==> src/rtl/fetch_ctrl.sv <==
// ---------------------------------------------------------------------------
// fetch_ctrl
//
// Fetch-stage controller for the pipelined MIPS core. It selects the next PC
// source, gates the PC and IF/ID register loads, and issues IF/ID and ID/EX
// flushes. It arbitrates between branch, jump-register, jump, load-use stall
// and instruction-memory wait conditions. Two saturating counters record
// stall and flush cycles for performance inspection.
//
// Parameters:
//   RESET_WAIT   idle cycles spent in BOOT after reset release (0..15)
//   CNT_W        width of the performance counters
//
// Ports:
//   clk             system clock, rising-edge active
//   rst             asynchronous active-high reset
//   imem_ready_i    instruction memory returns the requested word this cycle
//   fetch_req_o     fetch request for the current PC
//   branch_taken_i  branch resolved taken in EX
//   jr_i            jump-register decoded in ID
//   jump_i          J/JAL decoded in ID
//   load_use_i      load-use hazard detected in ID
//   halt_i          halt request decoded in ID
//   PCSrc           next-PC select: 00 PC+4, 01 branch, 10 jump, 11 jr
//   pc_en_o         PC register write enable
//   ifid_en_o       IF/ID register load enable
//   ifid_flush_o    IF/ID clear to bubble
//   idex_flush_o    ID/EX clear to bubble
//   stall_cnt_o     cycles with pc_en_o=0 while in RUN or WAIT_MEM
//   flush_cnt_o     cycles with ifid_flush_o=1
// ---------------------------------------------------------------------------
module fetch_ctrl #(
  parameter int RESET_WAIT = 2,
  parameter int CNT_W      = 16
) (
  input  logic             clk,
  input  logic             rst,
  input  logic             imem_ready_i,
  output logic             fetch_req_o,
  input  logic             branch_taken_i,
  input  logic             jr_i,
  input  logic             jump_i,
  input  logic             load_use_i,
  input  logic             halt_i,
  output logic [1:0]       PCSrc,
  output logic             pc_en_o,
  output logic             ifid_en_o,
  output logic             ifid_flush_o,
  output logic             idex_flush_o,
  output logic [CNT_W-1:0] stall_cnt_o,
  output logic [CNT_W-1:0] flush_cnt_o
);

  typedef enum logic [1:0] {
    ST_BOOT     = 2'b00,
    ST_RUN      = 2'b01,
    ST_WAIT_MEM = 2'b10,
    ST_HALTED   = 2'b11
  } state_t;

  state_t           state_r;
  state_t           state_nxt_s;
  logic             discard_r;
  logic             discard_nxt_s;
  logic             halt_pend_r;
  logic             halt_pend_nxt_s;
  logic [3:0]       boot_cnt_r;
  logic             boot_done_s;
  logic             redirect_s;
  logic             active_s;
  logic [CNT_W-1:0] stall_cnt_r;
  logic [CNT_W-1:0] flush_cnt_r;

  // BOOT ends on the edge that closes the RESET_WAIT-th idle cycle; with a
  // wait of 0 or 1 that is the first edge after reset release.
  assign boot_done_s = (({1'b0, boot_cnt_r} + 5'd1) >= 5'(RESET_WAIT));
  assign redirect_s  = branch_taken_i | jr_i | jump_i;
  assign active_s    = (state_r == ST_RUN) || (state_r == ST_WAIT_MEM);

  assign stall_cnt_o = stall_cnt_r;
  assign flush_cnt_o = flush_cnt_r;

  // State and flag registers.
  always_ff @(posedge clk or posedge rst) begin
    if (rst) begin
      state_r     <= ST_BOOT;
      discard_r   <= 1'b0;
      halt_pend_r <= 1'b0;
    end else begin
      state_r     <= state_nxt_s;
      discard_r   <= discard_nxt_s;
      halt_pend_r <= halt_pend_nxt_s;
    end
  end

  // Post-reset idle counter, advancing only while waiting in BOOT.
  always_ff @(posedge clk or posedge rst) begin
    if (rst) begin
      boot_cnt_r <= 4'd0;
    end else if ((state_r == ST_BOOT) && !boot_done_s) begin
      boot_cnt_r <= boot_cnt_r + 4'd1;
    end else begin
      boot_cnt_r <= boot_cnt_r;
    end
  end

  // Next-state, flag update and combinational control outputs.
  always_comb begin
    state_nxt_s     = state_r;
    discard_nxt_s   = discard_r;
    halt_pend_nxt_s = halt_pend_r;
    fetch_req_o     = 1'b0;
    PCSrc           = 2'b00;
    pc_en_o         = 1'b0;
    ifid_en_o       = 1'b0;
    ifid_flush_o    = 1'b0;
    idex_flush_o    = 1'b0;

    case (state_r)
      ST_BOOT: begin
        if (boot_done_s) begin
          state_nxt_s = ST_RUN;
        end else begin
          state_nxt_s = ST_BOOT;
        end
      end

      ST_RUN, ST_WAIT_MEM: begin
        fetch_req_o = 1'b1;
        if (redirect_s) begin
          // The PC takes the target on this edge regardless of memory
          // readiness; a word still in flight for the old PC must be dropped.
          pc_en_o      = 1'b1;
          ifid_flush_o = 1'b1;
          if (branch_taken_i) begin
            PCSrc        = 2'b01;
            idex_flush_o = 1'b1;
          end else if (jr_i) begin
            PCSrc = 2'b11;
          end else begin
            PCSrc = 2'b10;
          end
          if (imem_ready_i) begin
            discard_nxt_s = 1'b0;
            state_nxt_s   = ST_RUN;
          end else begin
            discard_nxt_s = 1'b1;
            state_nxt_s   = ST_WAIT_MEM;
          end
        end else if (load_use_i) begin
          // Hold PC and IF/ID, insert one bubble into EX.
          idex_flush_o = 1'b1;
        end else if (halt_pend_r || halt_i) begin
          if (imem_ready_i) begin
            // A halt that waited on memory (or a stale returning word) leaves
            // a fetched word behind that must not reach ID.
            if (halt_pend_r || discard_r || (state_r == ST_WAIT_MEM)) begin
              ifid_flush_o = 1'b1;
            end else begin
              ifid_flush_o = 1'b0;
            end
            halt_pend_nxt_s = 1'b0;
            discard_nxt_s   = 1'b0;
            state_nxt_s     = ST_HALTED;
          end else begin
            halt_pend_nxt_s = 1'b1;
            state_nxt_s     = ST_WAIT_MEM;
          end
        end else if (imem_ready_i) begin
          if (discard_r) begin
            // Word returned for the pre-redirect PC: turn it into a bubble.
            ifid_flush_o  = 1'b1;
            discard_nxt_s = 1'b0;
          end else begin
            pc_en_o   = 1'b1;
            ifid_en_o = 1'b1;
          end
          state_nxt_s = ST_RUN;
        end else begin
          state_nxt_s = ST_WAIT_MEM;
        end
      end

      ST_HALTED: begin
        state_nxt_s = ST_HALTED;
      end

      default: begin
        state_nxt_s     = ST_BOOT;
        discard_nxt_s   = 1'b0;
        halt_pend_nxt_s = 1'b0;
      end
    endcase
  end

  // Saturating stall counter: PC held while the fetch path is active.
  always_ff @(posedge clk or posedge rst) begin
    if (rst) begin
      stall_cnt_r <= '0;
    end else if (active_s && !pc_en_o && (stall_cnt_r != {CNT_W{1'b1}})) begin
      stall_cnt_r <= stall_cnt_r + CNT_W'(1);
    end else begin
      stall_cnt_r <= stall_cnt_r;
    end
  end

  // Saturating flush counter: cycles that clear IF/ID.
  always_ff @(posedge clk or posedge rst) begin
    if (rst) begin
      flush_cnt_r <= '0;
    end else if (ifid_flush_o && (flush_cnt_r != {CNT_W{1'b1}})) begin
      flush_cnt_r <= flush_cnt_r + CNT_W'(1);
    end else begin
      flush_cnt_r <= flush_cnt_r;
    end
  end

endmodule

==> config.mk <==
export PLATFORM = sky130hd
export DESIGN_NAME = fetch_ctrl
export DESIGN_NICKNAME = d
export VERILOG_FILES = /design/src/rtl/fetch_ctrl.sv
export SDC_FILE = /design/constraint.sdc
export NUM_CORES = 1
export LEC_CHECK = 0
export BUFFER_PORTS_ARGS = -buffer_cell sky130_fd_sc_hd__buf_2
export CELL_PAD_IN_SITES_DETAIL_PLACEMENT = 1
export CELL_PAD_IN_SITES_GLOBAL_PLACEMENT = 1
export CORE_ASPECT_RATIO = 0.6
export CORE_MARGIN = 4
export CORE_UTILIZATION = 35
export DETAILED_ROUTE_END_ITERATION = 8
export PLACE_DENSITY = 0.69
export SETUP_SLACK_MARGIN = 0.05
export SYNTH_ARGS = -nofsm -noshare
export SYNTH_HDL_FRONTEND = slang
export SYNTH_SLANG_ARGS = --single-unit
==> constraint.sdc <==
create_clock -name clk -period 1.75 [get_ports clk]
set_input_delay 0.2625 -clock clk [delete_from_list [all_inputs] [get_ports clk]]
set_output_delay 0.2625 -clock clk [all_outputs]
set_load 0.02 [all_outputs]
After elaboration in Yosys (flattened, before gate mapping). Index checks and enable logic that the tools add are counted.

Logic and storage cells: 73. Output and inout bits: 39. Register bits: 40.

Muxes and demuxes: 36. Bitwise gates (word level): 4. Reductions and logical operators: 15. Add/sub/neg operators: 4. Magnitude comparators: 1. Eq/ne operators: 7.

Operators by type and width (count): 16-bit by 1-bit adder with 16-bit output, second input constant (2); 16-bit inequality test, second input constant (2); 1-bit two-way mux (28); 2-bit two-way mux (7); 2-bit case mux with 3 select lines (1); 4-bit by 1-bit adder with 5-bit output, second input constant (1); 5-bit by 2-bit greater-or-equal comparator with 1-bit output, second input constant (1); 4-bit by 1-bit adder with 4-bit output, second input constant (1); 2-bit == test, second input constant (2); 1-bit logical AND (4); 1-bit logical OR (4); 4-bit AND reduction (1); 3-bit inequality test, second input constant (1); 3-bit AND reduction (1); 2-bit by 1-bit == test with 1-bit output, second input constant (1); 1-bit zero test (2); 2-bit zero test (1); 2-bit by 1-bit inequality test with 1-bit output, second input constant (1); 1-bit NOT (2); 1-bit OR (2); 2-bit nonzero test (1); 2-bit OR reduction (1).

Depth between registers and ports, before layout. Gate-level depths: netlist (run 1).

Depth in word-level cells: 9. Depth in mapped cells: 9. Gate-level depth less buffers: 7.

Least setup slack after synthesis (run 1). Ideal clock, no wire load.

Path kind: reg2reg. Start: register state_r[1]. End: register flush_cnt_r[11] (netlist: flush_cnt_o[11]). Period minus slack after synthesis: 2291 ps. Arrival time: 2211 ps. Setup time: 80 ps. Slack: -541 ps. Cell stages (with the launch flop): 10. Cells stage by stage: dfrtp_1 -> inv_1 -> ha_1 -> buf_2 -> inv_2 -> o31ai_4 -> o21ai_1 -> buf_2 -> nor3_1 -> xor2_1.

Word-level cells in the longest chain between the ends: 9. Elaborated cells between the ends (all ways): 11. Those cells by class: eq/ne (2); mux (6); reduce/logical (3).

RTL lines: from (decl) (RTL line 61) `state_t state_r;`; from (signal assigned) (RTL line 90) `state_r <= state_nxt_s;`; 2-bit == test (RTL line 119, 157); 1-bit logical OR (RTL line 157) `if (halt_pend_r || discard_r || (state_r == ST_WAIT_MEM)) begin`; 1-bit two-way mux (RTL line 157); 1-bit two-way mux (RTL line 154) `if (imem_ready_i) begin`; 1-bit two-way mux (RTL line 153) `end else if (halt_pend_r || halt_i) begin`; 1-bit two-way mux (RTL line 150) `end else if (load_use_i) begin`; 1-bit two-way mux (RTL line 130) `if (redirect_s) begin`; 1-bit two-way mux * (RTL line 119) `case (state_r)`; named net ifid_flush_o (RTL line 48) `output logic ifid_flush_o,`; 1-bit logical AND * (RTL line 211) `end else if (ifid_flush_o && (flush_cnt_r != {CNT_W{1'b1}})) begin`; to (signal assigned) (RTL line 212) `flush_cnt_r <= flush_cnt_r + CNT_W'(1);`; to (signal assigned) (RTL line 214) `flush_cnt_r <= flush_cnt_r;`; to (decl) (RTL line 72) `logic [CNT_W-1:0] flush_cnt_r;`.

The timed path passes the listed nets; every way through them passes the cells marked *. A chain may end at the register's enable or synchronous reset.

Final worst setup path (run 1).
Start: register state_r[1]. End: output ifid_flush_o.

Word-level cells in the longest chain between the ends: 8. Elaborated cells between the ends (all ways): 10. Those cells by class: eq/ne (2); mux (6); reduce/logical (2).

RTL lines (RTL line): 2-bit == test (119, 157); 1-bit logical OR (157); 1-bit two-way mux (157); 1-bit two-way mux (154); 1-bit two-way mux (153); 1-bit two-way mux (150); 1-bit two-way mux (130); 1-bit two-way mux * (119); to (decl) (48).

Every way passes the cells marked *; elsewhere a longest branch is shown, timed or not.

==> summary by stage, run 1 <==
Placed design
The final weighted congestion of routability-driven global placement is slightly below 0.8. Summing all placed instances gives a cell area of about 2800 um^2. The count of buffers from port buffering is 46. Before CTS, the worst setup slack after placement is -0.0725 ns.

The post-detailed-placement half-perimeter wirelength is around 4.5 mm. In this run, placement finished with an instance count of 370.

Timing
The worst-case headroom to the max-slew limit is 0.649. Derived from the worst setup path, the maximum achievable clock frequency is roughly 520 MHz. Once routing completed, OpenROAD measured the worst setup slack at -0.161 ns. The number of max-slew violations in the final report came to 0. After layout, the minimum clock period comes to approximately 1.9 ns. Setup violations remaining at the end of the flow were counted as 20. For the final routed database, the setup TNS stands at -1.11 ns. Setup repair after global routing could not meet its margin everywhere. For the final database, setup skew stands at ~0.0032 ns. The actual transition at the worst max-transition pin is between 0.5 and 0.6 ns. The fraction of the cycle the final worst path needs is 1.09. The number of failing hold endpoints at the final stage came to 0.

Clock network
The insertion delay of the later-clocked pin in the worst-skew pair is slightly below 0.3 ns. The count of H-tree levels built during CTS is 2. The CTS tree is yes. The clock-pin slew of the registers on the worst-case setup and hold paths is ~0.08 ns. The root buffer cell is sky130_fd_sc_hd__clkbuf_8. The number of buffers created by CTS is 5. The number of clock sinks is 40.

No sink is reached through more buffers than the 2 on the longest clock path. The quantity of hold-fixing buffers added after cts is 0.

Detailed routing
The detailed router finished its first iteration with between 50 and 60 violations. Dividing the detail-routed wire length by the instance count gives 17.0 um. For this run, design rule violations remaining after detail routing come to 0.

After detailed routing, the number of vias per cell comes to around 5. Once detail routing completed, the nets flagged for antenna violations numbered 0. The first TritonRoute pass finished after 4 iterations. The detailed router placed around 2,000 vias in this run. The routed design has between 6 and 7 mm of wire.

Synth
Of all flip-flops after synthesis, the portion carrying an async set or reset was 1.00. The main combinational cell family by area after synthesis is simple AND/OR/NAND/NOR gates. The flip-flop and latch count after synthesis is 40. When the netlist entered floorplanning its net count stood at 215. Of the total synthesized cell area, the portion taken by XOR and XNOR cells is 0.129. The top-area cell type share of the netlist area is 0.490.

The number of synthesized flops with an enable pin is 0. Of all cell types, the one taking the most synthesized area is sky130_fd_sc_hd__dfrtp_1. The most instantiated flip-flop cell in the synthesis netlist is sky130_fd_sc_hd__dfrtp_1. The mean instance size in the synthesized netlist is 10.2 um^2. Of the total synthesized cell area, the portion taken by full adders, half adders and majority gates is 0.0428. During synthesis, Yosys emitted a total of 0 warnings. The share of the Yosys chip area taken by registers is 0.490. The distinct cell type count after synthesis is 36. The gate count of the mapped netlist is 200. In the post-synthesis netlist, the biggest area contributors are sky130_fd_sc_hd__dfrtp_1 (49%), sky130_fd_sc_hd__xor2_1 (9.0%), sky130_fd_sc_hd__ha_1 (4.3%), sky130_fd_sc_hd__nand3_1 (3.9%), sky130_fd_sc_hd__xnor2_1 (3.9%).

The share of the synthesized area in compound gates (AO/OA/AOI/OAI) is 0.0685. Summing every instance area after synthesis gives about 2000 um^2. The cell with the most instances after synthesis is sky130_fd_sc_hd__dfrtp_1. The simple-gate area share of the yosys netlist is 0.241. By count the netlist is led by sky130_fd_sc_hd__dfrtp_1 (40), sky130_fd_sc_hd__xor2_1 (21), sky130_fd_sc_hd__nand2_1 (19). The portion of netlist area occupied by mux cells is 0.00551.

Final layout
The count of cells in the finished layout, fillers not included, comes to slightly below 400. Once layout is complete, the utilization of the core stands at 0.588. The antenna diode count is 0. The synthesis-to-finish area growth is 61.7%. The post-route cell area is between 3000 and 4000 um^2. The layout cell share with drive strength beyond 1 is 0.524.

The layout net count is approximately 320.

Floorplan
For this design the top-level I/O count stands at 47. In this run the horizontal extent of the chip is between 100 and 150 um. The area of the die is 7170 um^2. The initial utilization of the core area, before any placement, comes to 0.364. Row generation in the floorplan step produced 21 rows. The chip height is 67.2 um. The area of the core region is around 5600 um^2.

Power and ir drop
The proportion of power drawn by flip-flops and latches is 0.267. Of the total power, the share spent switching nets is 0.418. The share of total power dissipated in combinational logic is 0.600. The power density over the cells is 1380 nW/um^2. The internal power of the cells totals 2660 uW.

The share of total power dissipated in the clock network is 0.133. The highest ir drop seen on vdd is between 0.7 and 0.8 mV. The analysis attributes to cell leakage a power of ~0.0017 uW. The reported net switching power is 1910 uW.

GRT
The wire length of the first global-routing pass is 10.1 mm. The number of global-route vias before repair came to 2,019. Entering global routing, the biggest net connects 41 pins.

The initial antenna violation count is 0. The total global routing track utilization is 0.181. The total congestion overflow after global routing is 0.

Setup path
The endpoint kind of the worst setup timing path is an output port. The endpoint identified for the worst register-to-register timing path is flush_cnt_o[5]. The data arrival time of the critical path is 1.65 ns.

The launch instance of the worst register-to-register path is state_r[1]. The kind of start point of the critical path is a flip-flop. The kind of critical path is flip-flop to output port.

The worst register-to-register path has a depth of 8. The required time of the critical path is 1.49 ns. The maximum fanout along the worst path is 5. The register-to-register setup slack is -0.12 ns.

Run
Max-cap violations in this run came to 0.

Outcome
The flow ran to the end, but the final reports show violations. The checks that failed: negative setup slack.

Min path
The path class of the tightest hold or removal check is primary input to asynchronous set/reset pin.
-- logic make-up (layout without fill, tap and decap cells) --
group / after synthesis / count (layout)
compound gates: 19 / 19
fa+ha+maj: 7 / 7
mux: 1 / 1
simple gates: 91 / 91
flops: 40 / 40
buf+inv: 12 / 121
xor+xnor: 30 / 30
-- timing repair --
action                                  CTS  global route
pin swaps                                13            27
endpoints found under the setup margin   21            39
resized for setup                        20            47
buffers inserted                          9             3
-- area by class of cell --
type,instances,area [um^2]
tap,80,100
clock buffer,7,76.3
sequential,40,1010
multi-input combinational,148,1320
fill,645,2320
timing repair buffer,105,764
clock inverter,1,5.00
inverter,8,32.5
-- layout by cell type, fill, tap and decap left out, types with 2 or more instances in the layout --
cell / instances
sky130_fd_sc_hd__a211oi_2: 2
sky130_fd_sc_hd__a21oi_1: 3
sky130_fd_sc_hd__and3_1: 3
sky130_fd_sc_hd__and4_1: 4
sky130_fd_sc_hd__buf_12: 2
sky130_fd_sc_hd__buf_2: 39
sky130_fd_sc_hd__buf_4: 52
sky130_fd_sc_hd__buf_6: 11
sky130_fd_sc_hd__clkbuf_1: 2
sky130_fd_sc_hd__clkbuf_8: 5
sky130_fd_sc_hd__dfrtp_1: 35
sky130_fd_sc_hd__dfrtp_2: 5
sky130_fd_sc_hd__ha_1: 4
sky130_fd_sc_hd__ha_4: 3
sky130_fd_sc_hd__inv_1: 5
sky130_fd_sc_hd__inv_2: 2
sky130_fd_sc_hd__nand2_1: 17
sky130_fd_sc_hd__nand2_2: 3
sky130_fd_sc_hd__nand3_1: 14
sky130_fd_sc_hd__nand3_4: 2
sky130_fd_sc_hd__nand4_1: 7
sky130_fd_sc_hd__nor2_1: 8
sky130_fd_sc_hd__nor2_4: 10
sky130_fd_sc_hd__nor3_2: 2
sky130_fd_sc_hd__nor3_4: 7
sky130_fd_sc_hd__nor4_2: 2
sky130_fd_sc_hd__nor4_4: 5
sky130_fd_sc_hd__o21ai_0: 2
sky130_fd_sc_hd__o31ai_2: 2
sky130_fd_sc_hd__xnor2_1: 9
sky130_fd_sc_hd__xor2_1: 21
-- power by group through the flow --
stage          Sequential [uW]  Combinational (uW)  Clock, uW
3_5_place_dp              1220                2040          0
6_report                  1220                2750        608
4_1_cts                   1190                2390        619
3_3_place_gp              1220                1980          0
5_1_grt                   1240                2930        663
2_1_floorplan             1420                 959          0
-- registers in the layout, summed over array words and instances, names as in the netlist --
name and count:
halt_pend_r 1, state_r 2, boot_cnt_r 4, stall_cnt_o 16, flush_cnt_o 16, discard_r 1
-- per-stage QoR --
| stage | hold slack, ns | power [uW] |
|---|---|---|
| final | 0.0918 | 4570 |
| after global routing | 0.163 | 4830 |
| after CTS | 0.112 | 4200 |
| after detailed placement | 0.377 | 3260 |
| after global placement | 0.371 | 3190 |
| after floorplan | 0.367 | 2380 |
-- how the worst max path moves through the flow --
stage / from / end / depth (start not counted)
2_1_floorplan: state_r[1] / flush_cnt_o[1] / 8
3_3_place_gp: state_r[0] / flush_cnt_o[1] / 8
3_5_place_dp: state_r[1] / flush_cnt_o[15] / 7
4_1_cts: state_r[1] / ifid_flush_o / 6
5_1_grt: state_r[1] / flush_cnt_o[5] / 8
6_report: state_r[1] / ifid_flush_o / 6
-- metal layers --
layer / track usage / wire length [um] / up-vias
met5: 0 / 0 / -
met4: 0.0303 / 55 / 0
met3: 0.0382 / 219 / 8
met2: 0.296 / 3150 / 30
met1: 0.253 / 3200 / 998
li1: - / - / 918
-- critical path, stage by stage (launching register included) --
cell and delay, ns:
sky130_fd_sc_hd__dfrtp_2 0.42, sky130_fd_sc_hd__inv_2 0.06, sky130_fd_sc_hd__ha_4 0.31, sky130_fd_sc_hd__inv_4 0.05, sky130_fd_sc_hd__o31ai_4 0.25, sky130_fd_sc_hd__buf_6 0.15
sky130_fd_sc_hd__buf_6 0.11
No activity file was read; power rests on OpenSTA's default activity.
==> run 2: changes to the inputs <==
--- a/config.mk
+++ b/config.mk
@@ -5,14 +5,14 @@
 export SDC_FILE = /design/constraint.sdc
 export NUM_CORES = 1
 export LEC_CHECK = 0
-export BUFFER_PORTS_ARGS = -buffer_cell sky130_fd_sc_hd__buf_2
 export CELL_PAD_IN_SITES_DETAIL_PLACEMENT = 1
 export CELL_PAD_IN_SITES_GLOBAL_PLACEMENT = 1
 export CORE_ASPECT_RATIO = 0.6
 export CORE_MARGIN = 4
 export CORE_UTILIZATION = 35
 export DETAILED_ROUTE_END_ITERATION = 8
-export PLACE_DENSITY = 0.69
+export DONT_BUFFER_PORTS = 1
+export PLACE_DENSITY = 0.6
 export SETUP_SLACK_MARGIN = 0.05
 export SYNTH_ARGS = -nofsm -noshare
 export SYNTH_HDL_FRONTEND = slang
==> run 2 against run 1 <==
The run ends with negative hold slack, negative setup slack left. Final area shrank 4.4%. Fmax increased by 3.3%. Register-to-register slack improved by 0.04 ns. Non-clock buffer count fell by 32. Critical path depth is 1 lower. Highest routed layer unchanged. Sequential share of layout area rose by 1.5 points. Flip-flop and latch count unchanged. Clock-buffer cell count is 1 higher. Utilization down 2.6 points. Total power fell by 5.2%.
==> summary by stage, run 2 (synthesized netlist as in run 1, its figures left out) <==
Outcome
Status: finished with violations (unchanged). Violated checks: negative hold slack, negative setup slack (was negative setup slack).

Placed design
The final weighted congestion of routability-driven global placement was 0.844 (was 0.791). The number of placed cells counting well taps is 333 (was 370). The placement-stage worst setup slack is -0.245 ns (was -0.0725 ns). The post-detailed-placement half-perimeter wirelength is 4.73 mm (was 4.54 mm). The count of buffers from port buffering is 0 (was 46).

Detailed routing
The total vias in the final route is 1,857 (was 1,954). The routed metal-1 wire length is 2.87 mm (was 3.20 mm). The routed wire length came to 6.70 mm (was 6.62 mm). The number of search-and-repair iterations in the first detailed-routing pass was 4 (unchanged). The first-iteration detailed-routing DRC count is 20 (was 57).

The average wire per cell in the routed design is 18.8 um (was 17.0 um). The residual antenna-violating net count after detailed routing is 0 (unchanged). The routed wire length on met2 came to 3.43 mm (was 3.15 mm).

The via density per instance came to 5.20 (was 5.02). The DRC violation count after routing came to 0 (unchanged). The met3 routed wirelength is 317 um (was 219 um). The uppermost metal layer occupied by signal nets is met4 (unchanged).

Timing
The worst hold slack after final layout was -0.00652 ns (was 0.0918 ns). The number of failing hold endpoints at the final stage came to 19 (was 0). The actual transition at the worst max-transition pin is 0.657 ns (was 0.527 ns). The setup slack of the critical path after layout is -0.100 ns (was -0.161 ns). The number of max-slew violations in the final report came to 0 (unchanged). The peak clock frequency supported by timing is 541 MHz (was 523 MHz). The final sum of negative setup slack was -0.706 ns (was -1.11 ns). Setup repair after global routing missed its margin: true (unchanged). The clock period minus final worst setup slack is 1.85 ns (was 1.91 ns).

The fraction of the cycle the final worst path needs was 1.06 (was 1.09). The worst clock skew was 0.00141 ns (was 0.00316 ns). The worst-case headroom to the max-slew limit is 0.558 (was 0.649). The final-report setup violation count is 15 (was 20).

Setup path
The worst path buffer plus inverter count came to 2 (was 4). Cell breakdown of the critical path: inv_2, ha_4, o31ai_1, o31ai_4, buf_6 (was inv_2, ha_4, inv_4, o31ai_4, buf_6, buf_6). The worst stage delay on the critical path came to 0.39 ns (was 0.42 ns). The register-to-register setup slack is -0.08 ns (was -0.12 ns).

The kind of start point of the critical path is a flip-flop (unchanged). The endpoint kind of the worst setup timing path is an output port (unchanged). The maximum fanout along the worst path is 6 (was 5). The data arrival time of the critical path is 1.59 ns (was 1.65 ns). The reg-to-reg critical path endpoint is flush_cnt_o[8] (was flush_cnt_o[5]). The cell with the largest stage delay on the worst path is sky130_fd_sc_hd__dfrtp_1 (was sky130_fd_sc_hd__dfrtp_2).

The kind of critical path is flip-flop to output port (unchanged). The required time of the critical path is 1.49 ns (about the same). The launch instance of the worst register-to-register path is state_r[1] (unchanged). The cell class contributing the biggest share of worst-path delay is flip-flops (unchanged). The depth of the worst register-to-register path is 8 (unchanged).

Floorplan
The number of cell rows is 21 (unchanged). The area of the core region is 5620 um^2 (unchanged). The horizontal extent of the die is 107 um (unchanged). The area of the die came to 7170 um^2 (unchanged). The I/O pin total was 47 (unchanged). The chip height is 67.2 um (unchanged).

The starting utilization of the core area was 0.364 (unchanged).

Clock network
The number of clock sinks is 40 (unchanged). The number of buffers on the longest clock path is 2 (unchanged). The quantity of hold-fixing buffers added after cts is 0 (unchanged). The CTS tree is yes (unchanged). The root buffer cell was sky130_fd_sc_hd__clkbuf_8 (unchanged).

The number of buffers created by CTS is 5 (unchanged). The clock-pin slew of the registers on the worst-case setup and hold paths came to 0.07 ns (was 0.08 ns). The insertion delay of the later-clocked pin in the worst-skew pair is 0.29 ns (about the same). The count of H-tree levels built during CTS is 2 (unchanged).

Power and ir drop
The total power consumption of the routed design is 4340 uW (was 4570 uW). The total leakage power is 0.00149 uW (was 0.00167 uW). The highest ir drop seen on vdd is 0.505 mV (was 0.713 mV). The power density over the cells came to 1370 nW/um^2 (was 1380 nW/um^2).

GRT
The initial antenna violation count is 0 (unchanged). The total global routing track utilization is 0.190 (was 0.181). The largest net degree at the start of global routing came to 41 (unchanged).

The total congestion overflow after global routing is 0 (unchanged). The number of global-route vias before repair is 2,012 (was 2,019). The wire length of the first global-routing pass is 10.6 mm (was 10.1 mm).

Min path
The path class of the lowest-slack min-delay path is primary input to asynchronous set/reset pin (unchanged).

Final layout
The antenna diode count came to 0 (unchanged). The synthesis-to-finish area growth was 54.5% (was 61.7%). The final core utilization is 0.562 (was 0.588). Most frequent cells in the layout: sky130_fd_sc_hd__buf_4 (64), sky130_fd_sc_hd__dfrtp_1 (34), sky130_fd_sc_hd__xor2_1 (20) (was sky130_fd_sc_hd__buf_4 (52), sky130_fd_sc_hd__buf_2 (39), sky130_fd_sc_hd__dfrtp_1 (35)).

The layout cell share with drive strength beyond 1 came to 0.484 (was 0.524). The most common cell after layout, fill and taps aside is sky130_fd_sc_hd__buf_4 (unchanged). The post-route non-filler standard cell count is 357 (was 389). The layout net count was 291 (was 323).

Run
The count of max-cap constraint violations is 0 (unchanged).
run 2: cell types whose count changed in the layout (fill, tap and decap cells not counted), sizes merged:
cell    delta
buf       -32
clkbuf     +1
clkinv     -1
run 2: per-layer routing:
layer  vias up  track usage
met5         -            0
met4         0       0.0494
met3        10       0.0554
met2        36        0.343
met1       957        0.226
li1        854            -
run 2: layout make-up:
cell class | instances | area (um^2)
Inverter | 8 | 32.5
Multi-Input combinational cell | 148 | 1350
Tap cell | 80 | 100
Fill cell | 613 | 2460
Sequential cell | 40 | 1010
Timing Repair Buffer | 73 | 582
Clock buffer | 8 | 90.1
run 2: through the flow:
step	hold slack [ns]	cell area (um^2)
floorplan	0.367	2170
global placement	0.300	2660
detailed placement	0.325	2660
CTS	0.00570	3020
global route	0.0265	3160
finish	-0.00652	3160
run 2: how the worst max path moves through the flow:
stage	startpoint	endpoint	depth (start not counted)
after detailed placement	state_r[1]	flush_cnt_o[8]	8
after floorplan	state_r[1]	flush_cnt_o[1]	8
after global routing	state_r[1]	flush_cnt_o[8]	8
final	state_r[0]	ifid_flush_o	5
after global placement	state_r[1]	flush_cnt_o[15]	7
after CTS	state_r[1]	ifid_flush_o	5
run 2: power breakdown:
| part | internal (uW) | switching [uW] |
|---|---|---|
| Combinational | 1090 | 1410 |
| Clock | 322 | 319 |
| Sequential | 1090 | 108 |
run 2: repair_timing:
| item | CTS | global route |
|---|---|---|
| setup endpoints to repair | 33 | 36 |
| cloned | 0 | 0 |
| setup buffers | 11 | 5 |
| hold endpoints to repair | 0 | 0 |
| gates resized for setup | 42 | 20 |
| pin swaps | 24 | 16 |
